### config.mk
export PLATFORM = sky130hd
export DESIGN_NAME = segment_integrator
export DESIGN_NICKNAME = d
export VERILOG_FILES = /design/src/rtl/segint_pkg.sv /design/src/rtl/seg_counter.sv /design/src/rtl/segment_integrator.sv
export SDC_FILE = /design/constraint.sdc
export NUM_CORES = 1
export LEC_CHECK = 0
export ABC_AREA = 1
export CORE_ASPECT_RATIO = 1.2
export CORE_UTILIZATION = 40
export DETAILED_ROUTE_END_ITERATION = 8
export DONT_BUFFER_PORTS = 1
export HOLD_SLACK_MARGIN = 0.12
export SLEW_MARGIN = 15
export SYNTH_ARGS = -nofsm -noshare
export SYNTH_HDL_FRONTEND = slang
export SYNTH_SLANG_ARGS = --single-unit
### constraint.sdc
create_clock -name clk -period 28.7 [get_ports clk]
set_clock_uncertainty 0.05 [all_clocks]
set_input_delay 2.87 -clock clk [delete_from_list [all_inputs] [get_ports clk]]
set_output_delay 2.87 -clock clk [all_outputs]
set_load 0.005 [all_outputs]
### src/rtl/segint_pkg.sv
// Shared definitions for the segment integrator: state encoding, counter
// width helper and the default segment count of the display bitmap.
package segint_pkg;

    localparam int unsigned NB_SEGMENTS_DEF = 70;

    typedef logic [1:0] state_t;

    localparam state_t IDLE  = 2'd0;
    localparam state_t ACCUM = 2'd1;
    localparam state_t DONE  = 2'd2;

    // Bits needed to hold a count in 0..n inclusive.
    function automatic int unsigned cw_of(input int unsigned n);
        return $clog2(n + 1);
    endfunction

endpackage

### src/rtl/seg_counter.sv
// Per-segment lit counter with synchronous clear, increment enable and a
// look-ahead ">= threshold" flag computed from the post-update count.
module seg_counter #(
    parameter int unsigned CW        = 5,
    parameter int unsigned THRESHOLD = 4
) (
    input  logic clk,
    input  logic rst,
    input  logic clr,
    input  logic inc,
    output logic hit_c
);

    logic [CW-1:0] cnt;
    logic [CW-1:0] cnt_nxt;

    always_comb begin
        cnt_nxt = cnt + CW'(inc);
        hit_c   = (cnt_nxt >= CW'(THRESHOLD));
    end

    always_ff @(posedge clk or posedge rst) begin
        if (rst) begin
            cnt <= '0;
        end else if (clr) begin
            cnt <= '0;
        end else if (inc) begin
            cnt <= cnt_nxt;
        end
    end

endmodule

### src/rtl/segment_integrator.sv
// Integrates selected-segment frames over a capture window and thresholds the
// per-segment lit counts to recover the displayed message.
module segment_integrator
    import segint_pkg::*;
#(
    parameter int unsigned NB_SEGMENTS = NB_SEGMENTS_DEF,
    parameter int unsigned NB_FRAMES   = 16,
    parameter int unsigned THRESHOLD   = 4,
    parameter int unsigned CW          = cw_of(NB_FRAMES)
) (
    input  logic                   clk,
    input  logic                   rst,
    input  logic                   start,
    input  logic                   frm_valid,
    output logic                   frm_ready,
    input  logic [NB_SEGMENTS-1:0] frm_seg,
    output logic                   msg_valid,
    input  logic                   msg_ready,
    output logic [NB_SEGMENTS-1:0] msg,
    output logic                   busy,
    output logic [CW-1:0]          frame_cnt
);

    state_t                 state;
    state_t                 state_nxt;
    logic                   clr_c;
    logic                   acc_c;
    logic                   load_c;
    logic [NB_SEGMENTS-1:0] hit_c;

    // start wins over a simultaneous frame; DONE ignores start until consumed.
    always_comb begin
        state_nxt = state;
        clr_c     = 1'b0;
        acc_c     = 1'b0;
        load_c    = 1'b0;
        case (state)
            IDLE: begin
                if (start) begin
                    state_nxt = ACCUM;
                    clr_c     = 1'b1;
                end
            end
            ACCUM: begin
                if (start) begin
                    clr_c = 1'b1;
                end else if (frm_valid && frm_ready) begin
                    acc_c = 1'b1;
                    if (frame_cnt == CW'(NB_FRAMES - 1)) begin
                        state_nxt = DONE;
                        load_c    = 1'b1;
                    end
                end
            end
            DONE: begin
                if (msg_valid && msg_ready) begin
                    state_nxt = IDLE;
                end
            end
            default: state_nxt = IDLE;
        endcase
    end

    always_ff @(posedge clk or posedge rst) begin
        if (rst) begin
            state     <= IDLE;
            frm_ready <= 1'b0;
            msg_valid <= 1'b0;
            busy      <= 1'b0;
            frame_cnt <= '0;
            msg       <= '0;
        end else begin
            state     <= state_nxt;
            frm_ready <= (state_nxt == ACCUM);
            busy      <= (state_nxt == ACCUM);
            msg_valid <= (state_nxt == DONE);
            if (clr_c) begin
                frame_cnt <= '0;
            end else if (acc_c) begin
                frame_cnt <= frame_cnt + CW'(1);
            end
            if (load_c) begin
                msg <= hit_c;
            end
        end
    end

    for (genvar i = 0; i < NB_SEGMENTS; i++) begin : g_seg
        seg_counter #(
            .CW       (CW),
            .THRESHOLD(THRESHOLD)
        ) u_cnt (
            .clk  (clk),
            .rst  (rst),
            .clr  (clr_c),
            .inc  (acc_c & frm_seg[i]),
            .hit_c(hit_c[i])
        );
    end

endmodule

==> impl_metrics.csv, run 1 <==
group,metric,value,unit
status,status,"complete, no violations",
detailed_routing,drt_iter0_drc,1239,
timing,timing.final.ws_setup,22930,ps
synthesis,synth_area_leaders,"dfrtp_1 43%, nand2_1 18%, nand3_1 14%",
synthesis,synth_top_family_by_area,"simple AND/OR/NAND/NOR gates",
detailed_routing,vias,20764,
global_route,grt_pass1_wl,94.03,mm
timing,rsz0062_at_grt,"no",
floorplan,core,61930,um2
synthesis,ys_seq_area_frac,0.4289,
global_route,met3_usage,0.03517,
clock_network,post_cts_buffers,0,
global_route,busiest_layer,"met2",
critical_path,cp.arrival,6180,ps
timing,finalSetupTns,0,ps
critical_path,crit_path_end_kind,"flop",
global_route,global_route.usage.met2,0.3014,
critical_path,crit_end,"msg[23]$_DFFE_PP0P_",
synthesis,ys_ff_latch,429,
placed_design,dp_slack,22270,ps
job,cap_violations,0,
synthesis,synth_cells,3332,
placed_design,io_buffer_count,0,
critical_path,rr_startpoint,"state[0]$_DFF_PP0_",
synthesis,synthXorXnorAreaFrac,0.0003499,
synthesis,synth-compound-area-share,0.001650,
floorplan,start_util,0.4041,
synthesis,synth_top_area_share,0.4289,
critical_path,r2r.worst_path.cells,14,
pwr,power.density,47.72,nW/um2
floorplan,placementRows,100,
critical_path,path_class,"in2reg",
clock_network,htree_levels,2,
clock_network,clkTransAtPathRegs,60,ps
cells_and_area,n_antenna_cell,0,
floorplan,pin_count,153,
global_route,first_global_vias,19694,
clock_network,post_cts_resized,0,
synthesis,synth_nets,3549,
cells_and_area,stdcell_area,27350,um2
pwr,power_leakage,15.12,nW
critical_path,reg2reg_slack,24680,ps
synthesis,yosys.area_share.simple,0.4286,
detailed_routing,drc,0,
pwr,peakVddDrop,0.04206,mV
floorplan,die_h,276.0,um
synthesis,avgSynthCellArea,7.511,um2
global_route,use_met1,0.2216,
clock_network,hold_buffers,0,
global_route,grt_max_degree,188,
placed_design,dpl_cell_area,25770,um2
critical_path,crit_required,29110,ps
critical_path,r2r_end,"msg[23]$_DFFE_PP0P_",
synthesis,ys_types,24,
synthesis,synthMuxAreaShare,0,
placed_design,dp.cells,4091,
timing,fin_crit,5768,ps
floorplan,dieArea,63580,um2
detailed_routing,routed_wl,54.23,mm
clock_network,root_buffer,"clkbuf_16",
cells_and_area,syn2layout_area_growth,9.279,%
min_path,hold_path.class,"reg2reg",
synthesis,yosysTopAreaCell,"dfrtp_1",
critical_path,critical_path.max_fanout,35,
cells_and_area,drive_gt1_frac,0.04972,
synthesis,yosys_warnings,0,
clock_network,cts_buffer_depth,3,
global_route,grt_overflow_total,0,
timing,max_freq,0.1734,GHz
clock_network,clock_latency,570,ps
cells_and_area,stdcell_count,4175,
detailed_routing,ant_nets,0,
timing,setup_viol,0,
clock_network,cts_buffers,48,
global_route,grt_usage,0.1748,
detailed_routing,vias_per_cell,4.973,
timing,drv_slew,0,
clock_network,cts_sinks,429,
cells_and_area,finalNetCount,3542,
synthesis,synth_area,25030,um2
critical_path,crit_start,"frm_valid",
timing,tightest_slew,1025,ps
floorplan,die_w,230.3,um
critical_path,startpoint_type,"input port",
detailed_routing,drt_pass1_iterations,7,
detailed_routing,wl_per_cell,12.99,um
placed_design,dp_hpwl,35.19,mm
clock_network,tritoncts,"built",
timing,fin_crit_sh,0.2010,
timing,relSlewSlack,0.3164,
timing,hold_violations,0,
global_route,antenna_found_initial,1,
synthesis,synthAdderAreaFrac,0.07099,
placed_design,globalplace.congestion,0.8241,
[synthesized netlist by cell type (all sizes together)]
cell       n
nand2   1197
buf       40
clkbuf    31
a21oi      2
inv      349
nand3    703
a211oi     1
or2        7
o22ai      3
nand4    141
o21ai      1
ha       142
nor2     285
dfrtp    429
xor2       1
[registers in the layout, summed over array words and instances (netlist names)]
register         count
msg                 70
msg_valid            1
frame_cnt            5
state                2
g_seg.u_cnt.cnt    350
busy                 1
[metal layers]
metal / up-vias / share of wire
met5: - / 0.00024
met4: 2 / 0.023
met3: 83 / 0.048
met2: 285 / 0.47
met1: 9515 / 0.45
li1: 10879 / -
[logic make-up (layout without fill, tap and decap cells)]
family / count (synthesis) / count (layout)
AND/OR/NAND/NOR: 2333 / 2333
flip-flops: 429 / 429
buffers and inverters: 420 / 447
adder cells (fa/ha/maj): 142 / 142
AO/OA/AOI/OAI: 7 / 7
XOR/XNOR: 1 / 1
[worst max-delay path, stage by stage]
cell and delay, ps:
nand2_1 40, nor2_1 80, nand2_8 450, buf_4 810, buf_4 830, nor2_4 100, ha_1 250, ha_1 240
inv_1 70, nand2_1 60, nand2_1 60, nand3_1 90, nor2_1 110, nor2_1 40
[final cells by class]
| class | instances | area, um2 |
|---|---|---|
| fillers | 6126 | 34580 |
| clock inverters | 7 | 110.1 |
| multi-input cells | 2483 | 12570 |
| repair buffers | 14 | 117.6 |
| inverters | 349 | 1320 |
| clock buffers | 77 | 1471 |
| flip-flops and latches | 429 | 10740 |
| well taps | 816 | 1021 |
[layout by cell type, fill, tap and decap left out, drive strengths merged]
cell	Yosys	routed
nand4	141	141
o22ai	3	3
bufinv	0	3
a211oi	1	1
dfrtp	429	429
xor2	1	1
nor2	285	285
inv	349	349
clkinv	0	4
clkbuf	31	77
nand3	703	703
a21oi	2	2
or2	7	7
ha	142	142
nand2	1197	1197
buf	40	14
o21ai	1	1
[power breakdown]
| group | internal, mW | switching, mW | total, mW | leakage, nW |
|---|---|---|---|---|
| combinational | 0.0133 | 0.0580 | 0.0713 | 8.36 |
| sequential | 0.609 | 0.00370 | 0.613 | 5.98 |
| clock | 0.375 | 0.247 | 0.621 | 0.779 |
[metrics by stage]
step | util | hold slack, ps | total power, mW
2_1_floorplan | - | 425.2 | 0.6811
3_3_place_gp | 0.4161 | 438.3 | 0.6971
3_5_place_dp | 0.4161 | 447.1 | 0.6973
4_1_cts | 0.4416 | 459.6 | 1.332
5_1_grt | 0.4416 | 477.8 | 1.361
6_report | 0.4416 | 455.0 | 1.305
[worst min path at each step]
stage,start,endpoint,slack [ps],cells after the start
3_5_place_dp,g_seg[2].u_cnt.cnt[0]$_DFFE_PP0P_,g_seg[2].u_cnt.cnt[0]$_DFFE_PP0P_,450,2
4_1_cts,g_seg[64].u_cnt.cnt[0]$_DFFE_PP0P_,g_seg[64].u_cnt.cnt[0]$_DFFE_PP0P_,460,2
3_3_place_gp,g_seg[0].u_cnt.cnt[0]$_DFFE_PP0P_,g_seg[0].u_cnt.cnt[0]$_DFFE_PP0P_,440,2
6_report,g_seg[63].u_cnt.cnt[0]$_DFFE_PP0P_,g_seg[63].u_cnt.cnt[0]$_DFFE_PP0P_,450,2
2_1_floorplan,g_seg[0].u_cnt.cnt[0]$_DFFE_PP0P_,g_seg[0].u_cnt.cnt[0]$_DFFE_PP0P_,430,2
5_1_grt,g_seg[6].u_cnt.cnt[0]$_DFFE_PP0P_,g_seg[6].u_cnt.cnt[0]$_DFFE_PP0P_,480,2
Power figures use the tool's default switching activity.
==> inputs of run 2 (changes only) <==
Clock period 28.7 ns to 5.1 ns, I/O delays scaled along.
==> impl_metrics.csv, run 2 (synthesis gave the netlist of run 1 again) <==
group,metric,value,unit
status,status,"complete, no violations",
floorplan,pin_count,153,
detailed_routing,vias_per_cell,4.983,
timing,setup_viol,0,
clock_network,root_buffer,"clkbuf_16",
cells_and_area,largestRegisters,"g_seg.u_cnt.cnt x350, msg x70, frame_cnt x5",
cells_and_area,largest_reg_flops,350,
critical_path,critical_path.max_fanout,38,
detailed_routing,wl_per_cell,13.09,um
detailed_routing,drt_iter0_drc,1188,
timing,fin_crit_sh,0.6213,
detailed_routing,ant_nets,0,
timing,hold_violations,0,
critical_path,crit_family,"simple AND/OR/NAND/NOR gates",
clock_network,cts_sinks,429,
critical_path,crit_required,5510,ps
critical_path,crit_slowest_cell,"nand2_8",
floorplan,start_util,0.4041,
cells_and_area,final_cell_mix,"1193 x nand2_1, 703 x nand3_1, 429 x dfrtp_1",
timing,hold-worst-slack,153.3,ps
critical_path,path_buf_inv,1,
cells_and_area,n_antenna_cell,0,
pwr,power_leakage,15.30,nW
timing,drv_slew,0,
cells_and_area,num-fill-cells,6217,
global_route,grt_overflow_total,0,
floorplan,die_w,230.3,um
timing,tightest_slew,947.6,ps
global_route,grt_usage,0.1773,
floorplan,dieArea,63580,um2
critical_path,path_class,"reg2reg",
global_route,grt_max_degree,140,
critical_path,crit_top_cell,"nor2_1",
min_path,hold_path.class,"in2reg",
cells_and_area,stdcell_count,4213,
placed_design,globalplace.congestion,0.7951,
critical_path,startpoint_type,"flop",
detailed_routing,routed_wl,55.13,mm
placed_design,dp_hpwl,35.42,mm
cells_and_area,finalNetCount,3577,
cells_and_area,syn2layout_area_growth,10.91,%
pwr,peakVddDrop,0.2459,mV
clock_network,cts_buffer_depth,3,
critical_path,cp.arrival,3580,ps
timing,fin_crit,3168,ps
pwr,power,7.346,mW
clock_network,clkTransAtPathRegs,60,ps
detailed_routing,vias,20993,
floorplan,core,61930,um2
critical_path,crit_path_end_kind,"flop",
clock_network,tritoncts,"built",
detailed_routing,drc,0,
detailed_routing,drt_pass1_iterations,5,
global_route,antenna_found_initial,0,
critical_path,max_stage_delay,560,ps
timing,relSlewSlack,0.3682,
global_route,first_global_vias,20080,
clock_network,clock_latency,580,ps
cells_and_area,drive_gt1_frac,0.05093,
placed_design,dp.cells,4093,
pwr,power.density,264.7,nW/um2
clock_network,htree_levels,2,
floorplan,die_h,276.0,um
timing,rsz0062_at_grt,"no",
critical_path,crit_chain,"nand2_1 -> nor2_1 -> nand2_8 -> buf_4 -> nor2_4 -> ha_1 -> ha_1 -> nand3_1 -> nand2_1 -> nand3_1 -> nor2_1 -> nor2_1",
cells_and_area,multiInputGateArea,12570,um2
global_route,grt_pass1_wl,95.41,mm
placed_design,io_buffer_count,0,
cells_and_area,final_common_cell,"nand2_1",
cells_and_area,seq_area,10740,um2
job,cap_violations,0,
clock_network,cts_buffers,48,
timing,max_freq,0.3156,GHz
cells_and_area,largest-register,"g_seg.u_cnt.cnt",
floorplan,placementRows,100,
clock_network,post_cts_buffers,0,
-- run 2: report_power, final --
group	switching (mW)	internal (mW)
logic	0.335	0.0976
clock network	1.40	2.06
registers	0.0204	3.43
-- run 2: final cells by class --
cell class	instances	share of cell area
tap	816	0.03678
timing repair buffer	49	0.01938
multi-input combinational	2483	0.4530
inverter	349	0.04742
sequential	429	0.3867
clock inverter	11	0.003786
clock buffer	76	0.05287
-- run 2: worst min-delay path: cells and delay by family --
kind,cells,cell delay [ps]
buffers and inverters,1,70
AND/OR/NAND/NOR,3,150
-- run 2: routing by layer --
layer | wire length (um) | track usage | up-vias | share of wire
met5 | 0 | 0 | - | 0
met3 | 2408 | 0.03187 | 74 | 0.044
met4 | 1300 | 0.04840 | 0 | 0.024
met1 | 24910 | 0.2223 | 9691 | 0.45
li1 | - | - | 10951 | -
met2 | 26520 | 0.3104 | 277 | 0.48
-- run 2: worst paths after layout --
kind / startpoint / to / slack, ps / cells past startpoint
max: busy$_DFF_PP0_ / msg[20]$_DFFE_PP0P_ / 1930 / 12
min: frm_seg[49] / g_seg[49].u_cnt.cnt[4]$_DFFE_PP0P_ / 150 / 4
max reg2reg: busy$_DFF_PP0_ / msg[20]$_DFFE_PP0P_ / 1930 / 12
min reg2reg: g_seg[60].u_cnt.cnt[0]$_DFFE_PP0P_ / g_seg[60].u_cnt.cnt[0]$_DFFE_PP0P_ / 450 / 2
max in group asynchronous: rst / g_seg[52].u_cnt.cnt[0]$_DFFE_PP0P_ / 3460 / 3
min in group asynchronous: rst / msg[24]$_DFFE_PP0P_ / 400 / 2
-- run 2: metrics by stage --
stage               cell area (um2)  utilization  setup slack, ps  setup TNS [ps]
global route                  27760       0.4482             1622               0
finish                        27760       0.4482             1932               0
detailed placement            25850       0.4175             1874               0
floorplan                     25030            -            -1251         -536850
CTS                           27760       0.4482             1916               0
global placement              25850       0.4175             1887               0
-- run 2: what timing repair did --
item                      4_1_cts  5_1_grt
hold buffers                   33        0
gates resized for setup         0        0
hold endpoints to repair       79        0
